==> src/rtl/tempsens_pkg.sv <==
// Shared FSM state type and timing helpers for the multi-channel SAR temperature
// sensor controller.
package tempsens_pkg;

  typedef enum logic [2:0] {
    ST_IDLE,
    ST_PRECHARGE,
    ST_TRANSITION,
    ST_MEASURE,
    ST_EVALUATE,
    ST_ACCUM,
    ST_DONE
  } state_e;

  localparam int VMIN = 0;

  function automatic int vmax(input int n_vdac);
    return (1 << n_vdac) - 1;
  endfunction

  function automatic int trial_cycles(input int meas_cyc);
    return meas_cyc + 3;
  endfunction

  function automatic int sample_cycles(input int n_vdac, input int meas_cyc);
    return n_vdac * trial_cycles(meas_cyc) + 1;
  endfunction

  // Half an LSB of the averaged result, so the final shift rounds to nearest.
  function automatic int round_term(input int avg_log2);
    return (avg_log2 == 0) ? 0 : (1 << (avg_log2 - 1));
  endfunction

endpackage

==> src/rtl/tempsens_sync.sv <==
// Two-flop synchronizer for the asynchronous delay-cell outputs, one bit per channel.
module tempsens_sync #(
  parameter int W = 4
) (
  input  logic         clk,
  input  logic         reset,
  input  logic [W-1:0] i_async,
  output logic [W-1:0] o_sync
);

  logic [W-1:0] meta_q, meta_d;
  logic [W-1:0] sync_q, sync_d;

  always_comb begin
    meta_d = i_async;
    sync_d = meta_q;
  end

  always_ff @(posedge clk) begin
    // NOTE: non-blocking assignments so both stages update from pre-edge values.
    if (reset) begin
      meta_q <= '0;
      sync_q <= '0;
    end else begin
      meta_q <= meta_d;
      sync_q <= sync_d;
    end
  end

  assign o_sync = sync_q;

endmodule

==> src/rtl/tempsens_sar_ctrl.sv <==
// Scans enabled delay-cell channels over one shared DAC, resolving each with a SAR
// search, averaging 2^AVG_LOG2 samples and emitting one rounded result per channel.
module tempsens_sar_ctrl
  import tempsens_pkg::*;
#(
  parameter  int N_VDAC   = 7,
  parameter  int N_CH     = 4,
  parameter  int AVG_LOG2 = 2,
  parameter  int MEAS_CYC = 4,
  localparam int CHW      = (N_CH > 1) ? $clog2(N_CH) : 1
) (
  input  logic              clk,
  input  logic              reset,
  input  logic              i_start,
  input  logic              i_cont,
  input  logic [N_CH-1:0]   i_ch_mask,
  input  logic [N_CH-1:0]   i_tempdelay,
  output logic [N_VDAC-1:0] o_dac_data,
  output logic [N_CH-1:0]   o_dac_en,
  output logic [N_CH-1:0]   o_precharge_n,
  output logic              o_busy,
  output logic              o_res_valid,
  output logic [CHW-1:0]    o_res_ch,
  output logic [N_VDAC-1:0] o_res_data,
  output logic              o_res_oor
);

  localparam int VMAX_C = vmax(N_VDAC);
  localparam int BW     = (N_VDAC > 1) ? $clog2(N_VDAC) : 1;
  localparam int CW     = (MEAS_CYC > 1) ? $clog2(MEAS_CYC) : 1;
  localparam int SW     = (AVG_LOG2 > 0) ? AVG_LOG2 : 1;
  localparam int AW     = N_VDAC + AVG_LOG2;
  localparam int N_SAMP = 1 << AVG_LOG2;
  localparam int RND    = round_term(AVG_LOG2);
  localparam logic [BW-1:0] BIT_TOP = BW'(N_VDAC - 1);

  state_e              state_q, state_d;
  logic [N_CH-1:0]     mask_q, mask_d;
  logic [CHW-1:0]      ch_q, ch_d;
  logic [N_VDAC-1:0]   code_q, code_d;
  logic [BW-1:0]       bit_q, bit_d;
  logic [CW-1:0]       cnt_q, cnt_d;
  logic [SW-1:0]       samp_q, samp_d;
  logic [AW-1:0]       acc_q, acc_d;
  logic                oor_q, oor_d;
  logic [CHW-1:0]      res_ch_q, res_ch_d;
  logic [N_VDAC-1:0]   res_data_q, res_data_d;
  logic                res_oor_q, res_oor_d;

  logic [N_CH-1:0]     sync_td;
  logic [N_VDAC-1:0]   trial;
  logic [AW-1:0]       acc_sum;
  logic [AW:0]         rnd_sum;
  logic                sample_oor;

  tempsens_sync #(.W(N_CH)) u_sync (
    .clk     (clk),
    .reset   (reset),
    .i_async (i_tempdelay),
    .o_sync  (sync_td)
  );

  // Lowest set channel at or above lo; any_from tells whether one exists.
  function automatic logic [CHW-1:0] lowest_from(input logic [N_CH-1:0] m, input int lo);
    logic [CHW-1:0] r;
    r = '0;
    for (int i = N_CH - 1; i >= 0; i--)
      if (m[i] && i >= lo) r = CHW'(i);
    return r;
  endfunction

  function automatic logic any_from(input logic [N_CH-1:0] m, input int lo);
    logic r;
    r = 1'b0;
    for (int i = 0; i < N_CH; i++)
      if (m[i] && i >= lo) r = 1'b1;
    return r;
  endfunction

  assign trial      = code_q | (N_VDAC'(1) << bit_q);
  assign acc_sum    = acc_q + AW'(code_q);
  assign rnd_sum    = {1'b0, acc_sum} + (AW+1)'(RND);
  assign sample_oor = (code_q == N_VDAC'(VMIN)) || (code_q == N_VDAC'(VMAX_C));

  always_ff @(posedge clk) begin
    if (reset) begin
      state_q    <= ST_IDLE;
      mask_q     <= '0;
      ch_q       <= '0;
      code_q     <= '0;
      bit_q      <= '0;
      cnt_q      <= '0;
      samp_q     <= '0;
      acc_q      <= '0;
      oor_q      <= 1'b0;
      res_ch_q   <= '0;
      res_data_q <= '0;
      res_oor_q  <= 1'b0;
    end else begin
      state_q    <= state_d;
      mask_q     <= mask_d;
      ch_q       <= ch_d;
      code_q     <= code_d;
      bit_q      <= bit_d;
      cnt_q      <= cnt_d;
      samp_q     <= samp_d;
      acc_q      <= acc_d;
      oor_q      <= oor_d;
      res_ch_q   <= res_ch_d;
      res_data_q <= res_data_d;
      res_oor_q  <= res_oor_d;
    end
  end

  always_comb begin
    // NOTE: every _d starts at its hold value so no path leaves one unassigned (no latch).
    state_d    = state_q;
    mask_d     = mask_q;
    ch_d       = ch_q;
    code_d     = code_q;
    bit_d      = bit_q;
    cnt_d      = cnt_q;
    samp_d     = samp_q;
    acc_d      = acc_q;
    oor_d      = oor_q;
    res_ch_d   = res_ch_q;
    res_data_d = res_data_q;
    res_oor_d  = res_oor_q;
    case (state_q)
      ST_IDLE: if (i_start && |i_ch_mask) begin
        mask_d  = i_ch_mask;
        ch_d    = lowest_from(i_ch_mask, 0);
        code_d  = '0;
        bit_d   = BIT_TOP;
        samp_d  = '0;
        acc_d   = '0;
        oor_d   = 1'b0;
        state_d = ST_PRECHARGE;
      end
      ST_PRECHARGE:  state_d = ST_TRANSITION;
      ST_TRANSITION: begin
        cnt_d   = '0;
        state_d = ST_MEASURE;
      end
      ST_MEASURE: begin
        if (cnt_q == CW'(MEAS_CYC - 1)) state_d = ST_EVALUATE;
        else                            cnt_d   = cnt_q + CW'(1);
      end
      ST_EVALUATE: begin
        if (sync_td[ch_q]) code_d = trial;
        if (bit_q == '0) begin
          state_d = ST_ACCUM;
        end else begin
          bit_d   = bit_q - BW'(1);
          state_d = ST_PRECHARGE;
        end
      end
      ST_ACCUM: begin
        acc_d = acc_sum;
        oor_d = oor_q | sample_oor;
        if (samp_q == SW'(N_SAMP - 1)) begin
          // Result registers load here so they are already valid during DONE.
          res_ch_d   = ch_q;
          res_data_d = N_VDAC'(rnd_sum >> AVG_LOG2);
          res_oor_d  = oor_q | sample_oor;
          state_d    = ST_DONE;
        end else begin
          samp_d  = samp_q + SW'(1);
          code_d  = '0;
          bit_d   = BIT_TOP;
          state_d = ST_PRECHARGE;
        end
      end
      ST_DONE: begin
        acc_d   = '0;
        oor_d   = 1'b0;
        samp_d  = '0;
        code_d  = '0;
        bit_d   = BIT_TOP;
        state_d = ST_IDLE;
        if (any_from(mask_q, int'(ch_q) + 1)) begin
          ch_d    = lowest_from(mask_q, int'(ch_q) + 1);
          state_d = ST_PRECHARGE;
        end else if (i_cont && |i_ch_mask) begin
          mask_d  = i_ch_mask;
          ch_d    = lowest_from(i_ch_mask, 0);
          state_d = ST_PRECHARGE;
        end
      end
      default: state_d = ST_IDLE;
    endcase
  end

  always_comb begin
    o_dac_data    = N_VDAC'(VMAX_C);
    o_dac_en      = '0;
    o_precharge_n = '0;
    o_busy        = (state_q != ST_IDLE);
    o_res_valid   = (state_q == ST_DONE);
    if (state_q != ST_IDLE) o_dac_en = N_CH'(1) << ch_q;
    case (state_q)
      ST_TRANSITION: begin
        o_dac_data    = '0;
        o_precharge_n = o_dac_en;
      end
      ST_MEASURE, ST_EVALUATE: begin
        o_dac_data    = trial;
        o_precharge_n = o_dac_en;
      end
      default: ;
    endcase
  end

  assign o_res_ch   = res_ch_q;
  assign o_res_data = res_data_q;
  assign o_res_oor  = res_oor_q;

endmodule

==> config.mk <==
export PLATFORM = sky130hd
export DESIGN_NAME = tempsens_sar_ctrl
export DESIGN_NICKNAME = d
export VERILOG_FILES = /design/src/rtl/tempsens_pkg.sv /design/src/rtl/tempsens_sync.sv /design/src/rtl/tempsens_sar_ctrl.sv
export SDC_FILE = /design/constraint.sdc
export NUM_CORES = 1
export LEC_CHECK = 0
export ABC_AREA = 1
export BUFFER_PORTS_ARGS = -buffer_cell sky130_fd_sc_hd__buf_2
export CAP_MARGIN = 25
export CORE_MARGIN = 8
export CORE_UTILIZATION = 45
export CTS_CLUSTER_SIZE = 12
export DETAILED_ROUTE_END_ITERATION = 10
export SLEW_MARGIN = 5
export SYNTH_ARGS = -nofsm -noshare
export SYNTH_HDL_FRONTEND = slang
export SYNTH_HIERARCHICAL = 1
export SYNTH_SLANG_ARGS = --single-unit
==> constraint.sdc <==
create_clock -name clk -period 2.3 [get_ports clk]
set_clock_uncertainty 0.05 [all_clocks]
set_input_delay 0.46 -clock clk [delete_from_list [all_inputs] [get_ports clk]]
set_output_delay 0.46 -clock clk [all_outputs]
set_load 0.02 [all_outputs]
; Word-level counts from Yosys, hierarchy flattened
; Cells that the tools add are included.
[classes]
shift = 2
reduce_logical = 27
add_sub_neg = 6
n_eq_ne = 18
n_lt_le_gt_ge = 5
n_bitwise = 2
muxes = 50
[ops]
columns = cell, n
row1 = 2-to-1 mux 2 bit, 14
row2 = case mux 7 bit (4 select lines), 1
row3 = case mux 9 bit (3 select lines), 1
row4 = 2-to-1 mux 3 bit, 7
row5 = 2-to-1 mux 7 bit, 3
row6 = case mux 3 bit (7 select lines), 1
row7 = 2-to-1 mux 4 bit, 5
row8 = "inequality test 2 bit, second input constant", 7
row9 = case mux 7 bit (2 select lines), 1
row10 = case mux 3 bit (4 select lines), 1
row11 = AND reduction 4 bit, 3
row12 = "adder 9 x 2 -> 9 bit, second input constant", 1
row13 = adder 9 x 7 -> 9 bit, 1
row14 = "equality test 3 bit, second input constant", 3
row15 = 2-to-1 mux 1 bit, 9
row16 = 2-to-1 mux 9 bit, 1
row17 = case mux 2 bit (2 select lines), 2
row18 = case mux 4 bit (2 select lines), 1
row19 = AND reduction 2 bit, 4
row20 = "equality test 7 bit, second input constant", 1
row21 = logical NOT 7 bit, 1
row22 = OR 7 bit, 1
row23 = "left shift 1 x 3 -> 7 bit, first input constant", 1
row24 = "equality test 3 x 2 -> 1 bit, second input constant", 2
row25 = 25 further kinds, 38
[word_totals]
elab_cells = 124
output_inout_bits = 27
ff_bits = 51

; Depth between registers and ports, before layout
; Gate-level depths: netlist of the first run.
[depth]
ltp_word = 10
mapped_depth = 16
depth_no_buf = 16

; By module
; Netlist of the first run, hierarchy kept.
[by_module_without_submodules]
columns = mod, n_inst, area_each_um2, cells_each
row1 = tempsens_sar_ctrl, 1, 2721.4, 399
row2 = tempsens_sync, 1, 231.5, 25

; Worst setup path after synthesis of the first run
; Ideal clock, no wire load.
[synth_timing]
kind = reg-to-output
startpoint = reg state_q[2]
endpoint = out o_precharge_n[1]
t_arrival_ns = 1.518
stages_incl_launch_ff = 7
slack_ns = 0.272
path_cell_list = dfxtp_1 inv_2 nand2_4 inv_4 nor3_1 nand2_1 inv_1
[synth_between]
elab_chain_cells = 3
[synth_rtl]
columns = item, line
row1 = start: declaration, tempsens_sar_ctrl.sv:37  ; state_e state_q, state_d;
row2 = start signal: assignment, tempsens_sar_ctrl.sv:100  ; state_q <= state_d;
row3 = nonzero test 3 bit, --
row4 = via o_busy, tempsens_sar_ctrl.sv:21  ; output logic o_busy,
row5 = 2-to-1 mux 4 bit, tempsens_sar_ctrl.sv:200  ; if (state_q != ST_IDLE) o_dac_en = N_CH'(1) << ch_q;
row6 = via o_dac_en[1], tempsens_sar_ctrl.sv:19  ; output logic [N_CH-1:0] o_dac_en,
row7 = 2-to-1 mux 4 bit, tempsens_sar_ctrl.sv:201  ; case (state_q)
row8 = end: declaration, tempsens_sar_ctrl.sv:20  ; output logic [N_CH-1:0] o_precharge_n,
; The timed path passes the listed nets, and every way through them passes these cells.

; Worst setup path after layout of the first run
[layout_timing]
startpoint = reg state_q[0]
endpoint = out o_precharge_n[2]
[layout_between]
elab_chain_cells = 3
[layout_rtl]
columns = item, line
row1 = equality test 3 x 2 -> 1 bit (tied with other cells), tempsens_sar_ctrl.sv:201
row2 = OR reduction 3 bit (no source line) or 2-to-1 mux 4 bit (tied branches), --
row3 = 2-to-1 mux 4 bit *, tempsens_sar_ctrl.sv:201
; Every way passes the cells marked *; elsewhere a longest branch is shown, timed or not.

==> results of run 1 <==
power breakdown:
| group | leakage, nW | internal (W) | switching, W | total (W) |
|---|---|---|---|---|
| clock network | 0.0478 | 0.000248 | 0.000305 | 0.000553 |
| registers | 0.409 | 0.00102 | 0.000160 | 0.00118 |
| logic | 1.22 | 0.000560 | 0.00108 | 0.00164 |
| total | 1.68 | 0.00183 | 0.00155 | 0.00338 |
area by class of cell:
| cell class | instances | area, um^2 | share of cell area, % |
|---|---|---|---|
| clock inverters | 2 | 16.3 | 0.488 |
| clock buffers | 6 | 82.6 | 2.48 |
| inverters | 69 | 262 | 7.84 |
| well taps | 77 | 96.3 | 2.89 |
| repair buffers | 44 | 235 | 7.05 |
| multi-input cells | 295 | 1640 | 49.1 |
| flip-flops and latches | 50 | 1010 | 30.2 |
final timing paths:
path | endpoint | slack [ns]
max | o_precharge_n[2] | 0.17
min | u_sync/meta_q[2] | 0.30
max reg2reg | o_res_data[6] | 0.18
min reg2reg | u_sync/o_sync[3] | 0.36
state kept, by name (all words and copies together) (netlist names), 3 cells and up:
name and cells:
code_q 7, mask_q 3, bit_q 3, u_sync/o_sync 4
u_sync/meta_q 4, o_res_data 7, state_q 3, acc_q 9
repair_timing:
action | 4_1_cts | 5_1_grt
buffers inserted | 0 | 0
resized for setup | 2 | 5
endpoints found under the setup margin | 11 | 15
per-stage QoR:
stage / cell area [um^2] / setup WS, ns
detailed placement: 3220 / 0.148
global route: 3330 / -0.0459
CTS: 3320 / 0.0630
finish: 3330 / 0.173
floorplan: 2950 / 0.272
global placement: 3220 / 0.206
kinds of logic after synthesis:
| kind of cell | count (synthesis) | synth area share (%) |
|---|---|---|
| AO/OA/AOI/OAI | 92 | 18.1 |
| flip-flops | 50 | 33.9 |
| AND/OR/NAND/NOR | 186 | 29.6 |
| adder cells (fa/ha/maj) | 16 | 7.03 |
| XOR/XNOR | 1 | 0.297 |
| buffers and inverters | 79 | 11.1 |
worst reg2reg max path, stage by stage (launching register included):
cell	delay [ns]
dfxtp_4	0.38
ha_1	0.17
inv_1	0.05
fa_1	0.38
inv_1	0.08
nand2_1	0.06
nand2_1	0.09
nand3_1	0.09
nand2_1	0.12
nand3_1	0.14
nor2_2	0.16
nand2_1	0.07
nand2_1	0.05
nand2_1	0.04
a21oi_1	0.10
metal layers:
metal | share of wire, % | global-route usage [%] | vias up
li1 | - | - | 1452
met1 | 47 | 17.7 | 1220
met2 | 49 | 26.3 | 34
met3 | 3.1 | 3.06 | 2
met4 | 0.50 | 3.79 | 0
met5 | 0 | 0 | -
layout by cell type, fill, tap and decap left out, types with 2 or more instances in the layout:
| cell | Yosys | layout |
|---|---|---|
| ha_1 | 15 | 15 |
| clkbuf_8 | 0 | 6 |
| nand3_1 | 30 | 30 |
| o21ai_0 | 23 | 23 |
| o21a_1 | 4 | 4 |
| nor2_4 | 3 | 3 |
| nand3b_1 | 2 | 2 |
| o21ai_1 | 9 | 9 |
| nor2_1 | 43 | 41 |
| buf_2 | 2 | 38 |
| o211ai_1 | 2 | 2 |
| nand2_1 | 88 | 87 |
| o21bai_1 | 2 | 2 |
| nand2_4 | 3 | 4 |
| a21oi_1 | 36 | 36 |
| inv_1 | 60 | 60 |
| buf_4 | 1 | 6 |
| o21ai_2 | 6 | 6 |
| nor3_1 | 4 | 4 |
| dfxtp_1 | 50 | 48 |
| a22oi_1 | 3 | 3 |
| nor3_4 | 2 | 2 |
| inv_2 | 7 | 7 |
| nor2_2 | 4 | 6 |
==> flow_metrics.env, run 1 <==
export IMPL_path_common_cell="inv_2"
export IMPL_avgRoutedWirePerCell_um=12.5
export IMPL_core_mm2=0.00635
export IMPL_hold_viol=0
export IMPL_cp_data_required_time_ns=1.79
export IMPL_start_util_pct=46.5
export IMPL_synthArstFlopShare_pct=0
export IMPL_area_delta_synth_final_pct=12.9
export IMPL_worstReg2RegStart="code_q[0]"
export IMPL_fin_tns_setup_ns=0
export IMPL_dieWidth_um=97.0
export IMPL_grt_max_degree=33
export IMPL_dpl_cell_count=535
export IMPL_ys_types=43
export IMPL_ys_dominant_reg_cell="dfxtp_1"
export IMPL_drive_gt1_share_pct=18.9
export IMPL_worstSetupPathType="reg -> out"
export IMPL_peakVddDrop_uv=504
export IMPL_finalHoldWorstSlack_ns=0.301
export IMPL_viasPerCell=4.99
export IMPL_grt_first_pass_wirelength_um=12000
export IMPL_dr_pass1_iters=4
export IMPL_drcViolationCount=0
export IMPL_p_leak_nw=1.68
export IMPL_final_cells=543
export IMPL_synth_area_mm2=0.00295
export IMPL_cts_made_buffers=5
export IMPL_ys_seq_area_share_pct=33.9
export IMPL_port_buffers=38
export IMPL_place_gp_congestion=0.852
export IMPL_n_antenna_cell=0
export IMPL_postRouteAntennaNets=0
export IMPL_powerDensity_mw_per_mm2=1010
export IMPL_fin_nets=493
export IMPL_avgSynthCellArea_um2=6.96
export IMPL_io_pins=39
export IMPL_drv_cap=0
export IMPL_final_max_slew_viol_count=0
export IMPL_cp_depth=10
export IMPL_worstRegToRegCells=14
export IMPL_clk_path_buf_depth=2
export IMPL_cts_root_buffer="clkbuf_8"
export IMPL_fin_util_pct=52.5
export IMPL_synth_area_leaders="dfxtp_1, nand2_1, inv_1"
export IMPL_clkLatencyLatePin_ns=0.31
export IMPL_clkSinkCount=50
export IMPL_yosysMostFrequentCell="nand2_1"
export IMPL_grt_pass1_vias=2658
export IMPL_slew_headroom_pct=63.4
export IMPL_syn_instance_count=424
export IMPL_worstSetupStartpointType="flop"
export IMPL_crit_start="state_q[0]"
export IMPL_die_h_um=97.0
export IMPL_crit_family="simple AND/OR/NAND/NOR gates"
export IMPL_tightest_slew_ns=0.548
export IMPL_antenna_found_initial=0
export IMPL_fin_crit_ns=2.13
export IMPL_synth_top_area_share_pct=33.9
export IMPL_gr_total_overflow=0
export IMPL_setup_viol=0
export IMPL_min_delay_start="i_tempdelay[2]"
export IMPL_critPathBufInv=5
export IMPL_rows=29
export IMPL_cp_slowest_stage_delay_ns=0.38
export IMPL_synth_nets=452
export IMPL_via_count=2708
export IMPL_cp_arrival_ns=1.62
export IMPL_synth_commonest_cells="nand2_1, inv_1, dfxtp_1"
export IMPL_crit_path_end_kind="primary output"
export IMPL_fillCellCount=650
export IMPL_rsz0062_at_grt="yes"
export IMPL_hold_class="in -> reg"
export IMPL_fmax_mhz=470
export IMPL_critPathMaxFanout=11
export IMPL_cts_tree="built"
export IMPL_drt_iter0_markers=138
export IMPL_period_share_pct=92.5
export IMPL_ctsHoldBuffers=0
export IMPL_synth_seq_cells=50
export IMPL_yosysWarnings=6
export IMPL_status="finished, final reports clean"
export IMPL_die_area_mm2=0.00941
export IMPL_min_path_cells=3
export IMPL_total_power_w=0.00338
export IMPL_path_clk_slew_ns=0.09
export IMPL_crit_chain="nor2_4, inv_2, nor2_4, inv_2, nand2_1, inv_2, nand2_4, nand2_1, inv_1, buf_2"
export IMPL_wirelength_um=6810
export IMPL_grt_usage_pct=14.9
export IMPL_cp_slowest_cell="dfxtp_2"
export IMPL_synth_edff_count=0
export IMPL_yosysTopAreaCell="dfxtp_1"
export IMPL_cts_max_level=2
export IMPL_hpwlAfterDp_um=5240
Power figures use the tool's default switching activity.
==> inputs of run 2 (changes only) <==
BUFFER_PORTS_ARGS = -buffer_cell sky130_fd_sc_hd__clkbuf_2   (was -buffer_cell sky130_fd_sc_hd__buf_2)
==> run 2 against run 1 <==
Worst setup slack about the same. Largest cell class unchanged. Die area unchanged. Count of clock-buffer cells in the layout fell by 1. Non-clock buffer count did not move. Final cell count up 0.18%. Critical path depth stayed put. Largest power group unchanged. First-iteration DRC count up 15%. Combinational power grew 2%. Cell area grew 1.4%.
==> flow_metrics.env, run 2 (synthesized netlist as in run 1, its figures left out) <==
export IMPL_grt_pass1_vias=2635
export IMPL_worstSetupStartpointType="flop"
export IMPL_cts_made_buffers=5
export IMPL_die_area_mm2=0.00941
export IMPL_fmax_mhz=470
export IMPL_start_util_pct=46.5
export IMPL_die_h_um=97.0
export IMPL_critPathMaxFanout=9
export IMPL_rows=29
export IMPL_layout_commonest_cell="nand2_1"
export IMPL_p_leak_nw=1.68
export IMPL_cts_root_buffer="clkbuf_8"
export IMPL_grt_usage_pct=14.9
export IMPL_hold_class="in -> reg"
export IMPL_cp_data_required_time_ns=1.79
export IMPL_peakVddDrop_uv=483
export IMPL_timing_final_ws_setup_ns=0.173
export IMPL_n_antenna_cell=0
export IMPL_postRouteAntennaNets=0
export IMPL_drv_cap=0
export IMPL_grt_first_pass_wirelength_um=11900
export IMPL_clkSinkCount=50
export IMPL_setup_viol=0
export IMPL_crit_path_end_kind="primary output"
export IMPL_pre_cts_ws_ns=0.133
export IMPL_cp_arrival_ns=1.62
export IMPL_grt_max_degree=33
export IMPL_postCtsSetupRepairBufs=0
export IMPL_place_gp_congestion=0.851
export IMPL_clk_path_buf_depth=2
export IMPL_finalHoldWorstSlack_ns=0.284
export IMPL_antenna_found_initial=0
export IMPL_min_path_cells=3
export IMPL_cts_tree="built"
export IMPL_worstReg2RegStart="code_q[0]"
export IMPL_powerDensity_mw_per_mm2=1040
export IMPL_gr_total_overflow=0
export IMPL_avgRoutedWirePerCell_um=12.9
export IMPL_hpwlAfterDp_um=5230
export IMPL_hold_viol=0
export IMPL_final_max_slew_viol_count=0
export IMPL_drive_gt1_share_pct=20.3
export IMPL_reg2reg_setup_slack_ns=0.18
export IMPL_final_cell_mix="nand2_1, inv_1, dfxtp_1"
export IMPL_min_delay_start="i_tempdelay[3]"
export IMPL_worstRegToRegCells=14
export IMPL_holdPathEnd="u_sync/meta_q[3]"
export IMPL_wirelength_um=7020
export IMPL_largest_register_ffs=9
export IMPL_port_buffers=38
export IMPL_io_pins=39
export IMPL_viasPerCell=4.98
export IMPL_clkLatencyLatePin_ns=0.31
export IMPL_tightest_slew_ns=0.528
export IMPL_cts_max_level=2
export IMPL_area_delta_synth_final_pct=14.5
export IMPL_fillCellCount=644
export IMPL_path_clk_slew_ns=0.09
export IMPL_largest_register="acc_q"
export IMPL_slew_headroom_pct=64.8
export IMPL_dr_pass1_iters=4
export IMPL_drt_iter0_markers=159
export IMPL_ctsHoldBuffers=0
export IMPL_dieWidth_um=97.0
export IMPL_worstSetupPathType="reg -> out"
export IMPL_r2r_end="o_res_data[6]"
export IMPL_core_mm2=0.00635
export IMPL_status="finished, final reports clean"
export IMPL_via_count=2709
export IMPL_drcViolationCount=0
export IMPL_fin_crit_ns=2.13
export IMPL_period_share_pct=92.5
export IMPL_fin_nets=494
-- run 2: changes by cell type in the layout (fill, tap and decap cells not counted), moves of 2 or more --
cell      change
nand2_2       +4
clkbuf_2     +38
nand3_1       -2
nand3_2       +2
nand2_1       -3
buf_2        -38
-- run 2: cell type report --
type                    instances  area, um^2  share of cell area [%]
clock buffers                   5        68.8                    2.04
clock inverters                 3        48.8                    1.44
inverters                      69         262                    7.74
multi-input cells             296        1660                    49.1
flip-flops and latches         50        1010                    29.9
well taps                      77        96.3                    2.85
repair buffers                 44         235                    6.96
-- run 2: timing repair --
action | in CTS | in global routing
pin swaps | 0 | 3
cloned | 0 | 1
gates resized for setup | 2 | 13
endpoints found under the setup margin | 11 | 15
-- run 2: critical path, stage by stage, from the launching register on --
cell      delay [ns]
dfxtp_4         0.39
nor2_4          0.15
inv_2           0.08
nor2_4          0.12
inv_2           0.05
nand2_1         0.06
inv_2           0.09
nand2_4         0.12
nand2_1         0.06
inv_1           0.05
clkbuf_2        0.16
-- run 2: metal layers --
| layer | vias to the layer above | track usage [%] | wire [um] |
|---|---|---|---|
| met5 | - | 0 | 0 |
| met4 | 0 | 5.21 | 110 |
| met3 | 8 | 3.06 | 209 |
| met2 | 42 | 25.7 | 3480 |
| met1 | 1207 | 17.6 | 3220 |
| li1 | 1452 | - | - |
-- run 2: worst max path at each step --
stage                             endpoint  slack, ns  startpoint
after floorplan           o_precharge_n[1]       0.27  state_q[2]
after global placement       o_res_data[6]       0.20   code_q[0]
after detailed placement     o_res_data[6]       0.13   code_q[0]
after CTS                    o_dac_data[5]       0.08  state_q[0]
after global routing         o_res_data[6]      -0.04   code_q[0]
final                     o_precharge_n[2]       0.17  state_q[0]
-- run 2: power breakdown --
group	switching, W	internal [W]	leakage [nW]	total, W
Sequential	0.000165	0.00102	0.410	0.00119
Clock	0.000318	0.000332	0.0563	0.000649
Combinational	0.00112	0.000562	1.22	0.00168
Total	0.00160	0.00192	1.68	0.00352
-- run 2: stage by stage --
step	cells	instance area, um^2	setup TNS (ns)	power (W)	util (%)
floorplan	424	2950	0	0.00243	-
global placement	535	3220	0	0.00283	50.7
detailed placement	535	3220	0	0.00282	50.7
CTS	543	3340	0	0.00350	52.6
global route	544	3380	-0.0676	0.00382	53.2
finish	544	3380	0	0.00352	53.2
==> inputs of run 3 (changes only) <==
MAX_ROUTING_LAYER = met4   (was not set)
PLACE_DENSITY = 0.69   (was not set)
SYNTH_HIERARCHICAL = not set   (was 1)
==> run 3 against run 2 <==
Global-route usage up 0.99 points. Register-to-register slack better by 0.03 ns. Sequential cell count unchanged. Largest cell class unchanged. Largest power group unchanged. Critical endpoint is now o_dac_data[1].
==> flow_metrics.env, run 3 <==
export IMPL_status="finished, final reports clean"
export IMPL_synth_seq_cells=50
export IMPL_drv_cap=0
export IMPL_setup_viol=0
export IMPL_yosysWarnings=0
export IMPL_finalHoldWorstSlack_ns=0.277
export IMPL_dr_pass1_iters=4
export IMPL_crit_family="buffers and inverters"
export IMPL_synth_simple_area_share_pct=30.3
export IMPL_cts_max_level=2
export IMPL_placed_area_mm2=0.00318
export IMPL_synthArstFlopShare_pct=0
export IMPL_worstSetupStartpointType="flop"
export IMPL_cts_made_buffers=5
export IMPL_ctsHoldBuffers=0
export IMPL_stdcell_area_mm2=0.00334
export IMPL_synth_nets=463
export IMPL_fmax_mhz=453
export IMPL_hold_viol=0
export IMPL_die_h_um=96.5
export IMPL_pre_cts_ws_ns=0.0626
export IMPL_synth_xor_area_share_pct=1.50
export IMPL_postRouteAntennaNets=0
export IMPL_cts_tree="built"
export IMPL_port_buffers=38
export IMPL_grt_max_degree=26
export IMPL_synthMuxAreaShare_pct=0
export IMPL_synth_compound_area_share_pct=16.4
export IMPL_drcViolationCount=0
export IMPL_drt_iter0_markers=116
export IMPL_rows=29
export IMPL_ys_dominant_reg_cell="dfxtp_1"
export IMPL_viasPerCell=5.04
export IMPL_slew_headroom_pct=59.1
export IMPL_io_pins=39
export IMPL_peakVddDrop_uv=636
export IMPL_synth_commonest_cells="nand2_1, inv_1, nor2_1"
export IMPL_avgRoutedWirePerCell_um=12.8
export IMPL_critPathBufInv=4
export IMPL_worstSetupPathType="reg -> out"
export IMPL_timing_final_ws_setup_ns=0.0949
export IMPL_clkSinkCount=50
export IMPL_ys_seq_area_share_pct=34.4
export IMPL_fin_crit_ns=2.21
export IMPL_antenna_found_initial=0
export IMPL_die_area_mm2=0.00930
export IMPL_path_clk_slew_ns=0.10
export IMPL_core_mm2=0.00631
export IMPL_wirelength_um=7120
export IMPL_final_max_slew_viol_count=0
export IMPL_fin_nets=506
export IMPL_dieWidth_um=96.5
export IMPL_largest_register="acc_q"
export IMPL_gr_total_overflow=0
export IMPL_total_power_w=0.00305
export IMPL_clkLatencyLatePin_ns=0.31
export IMPL_cts_root_buffer="clkbuf_8"
export IMPL_via_count=2803
export IMPL_crit_path_end_kind="primary output"
export IMPL_cp_data_required_time_ns=1.79
export IMPL_drive_gt1_share_pct=18.4
export IMPL_area_delta_synth_final_pct=14.7
export IMPL_tightest_slew_ns=0.605
export IMPL_n_antenna_cell=0
export IMPL_period_share_pct=95.9
export IMPL_yosysTopAreaCell="dfxtp_1"
export IMPL_place_gp_congestion=0.881
export IMPL_synth_area_leaders="dfxtp_1, nand2_1, inv_1"
export IMPL_cp_slowest_cell="dfxtp_4"
export IMPL_start_util_pct=46.1
export IMPL_cp_slowest_stage_delay_ns=0.39
export IMPL_synth_top_area_share_pct=34.4
export IMPL_layout_commonest_cell="nand2_1"
export IMPL_cp_arrival_ns=1.70
export IMPL_final_cell_mix="nand2_1, inv_1, nor2_1"
export IMPL_largest_register_ffs=9
export IMPL_hold_class="in -> reg"
export IMPL_avgSynthCellArea_um2=6.70
export IMPL_synth_top_family_by_area="simple AND/OR/NAND/NOR gates"
export IMPL_grt_usage_pct=15.8
export IMPL_synth_area_mm2=0.00291
export IMPL_hpwlAfterDp_um=5280
export IMPL_synth_fa_ha_area_share_pct=7.13
export IMPL_grt_pass1_vias=2673
export IMPL_critPathMaxFanout=10
export IMPL_ys_types=36
export IMPL_grt_first_pass_wirelength_um=11600
export IMPL_p_leak_nw=1.68
export IMPL_syn_instance_count=435
export IMPL_powerDensity_mw_per_mm2=912
export IMPL_yosysMostFrequentCell="nand2_1"
export IMPL_reg2reg_setup_slack_ns=0.21
export IMPL_crit_chain="nor2_4, inv_1, nor2_4, inv_4, nand2_2, inv_1, o21ai_0, clkbuf_2"
export IMPL_synth_edff_count=0
export IMPL_clk_path_buf_depth=2
## run 3: area by class of cell
class	instances	area, um^2
fill	654	2970
clock inverter	2	13.8
sequential	50	1010
timing repair buffer	46	250
multi-input combinational	309	1650
clock buffer	6	72.6
inverter	66	250
tap	77	96.3
## run 3: worst reg2reg max path: cells and delay by family (launching register included)
family / cells / cell delay (ns)
flops: 1 / 0.38
buf+inv: 3 / 0.16
fa+ha+maj: 2 / 0.53
simple gates: 10 / 0.88
## run 3: what timing repair did
action / CTS / global route
buffers inserted: 0 / 3
pin swaps: 0 / 4
endpoints found under the setup margin: 11 / 15
gates resized for setup: 3 / 21
gates cloned: 0 / 1
## run 3: report_power, final
group	switching [W]	total [W]	internal [W]
sequential	0.000158	0.00116	0.00100
clock	0.000304	0.000519	0.000216
combinational	0.000894	0.00137	0.000475
total	0.00136	0.00305	0.00169
## run 3: kinds of logic after synthesis
logic type,count (synthesis)
AND/OR/NAND/NOR,204
AO/OA/AOI/OAI,83
buffers and inverters,77
flip-flops,50
adder cells (fa/ha/maj),16
XOR/XNOR,5
## run 3: path summary, 6_finish.rpt
path                                       start          endpoint  depth (start not counted)
worst min-delay path              i_tempdelay[0]  u_sync.meta_q[0]                          3
worst max-delay path                  state_q[1]     o_dac_data[1]                          8
worst min register to register  u_sync.meta_q[2]  u_sync.o_sync[2]                          2
worst max register to register         code_q[0]     o_res_data[6]                         15
## run 3: routing by layer
metal  part of all wire, %  vias to the layer above  track usage, %
li1                      -                     1475               -
met1                    45                     1260            17.9
met2                    50                       62            28.0
met3                   3.9                        6            2.70
met4                  0.76                        0            4.54
met5                     0                        -               -
## run 3: stage by stage
stage	setup TNS, ns	instances	utilization [%]
finish	0	556	52.9
global placement	0	544	50.4
detailed placement	0	544	50.4
CTS	0	552	51.9
floorplan	0	435	-
global route	-0.0198	556	52.9
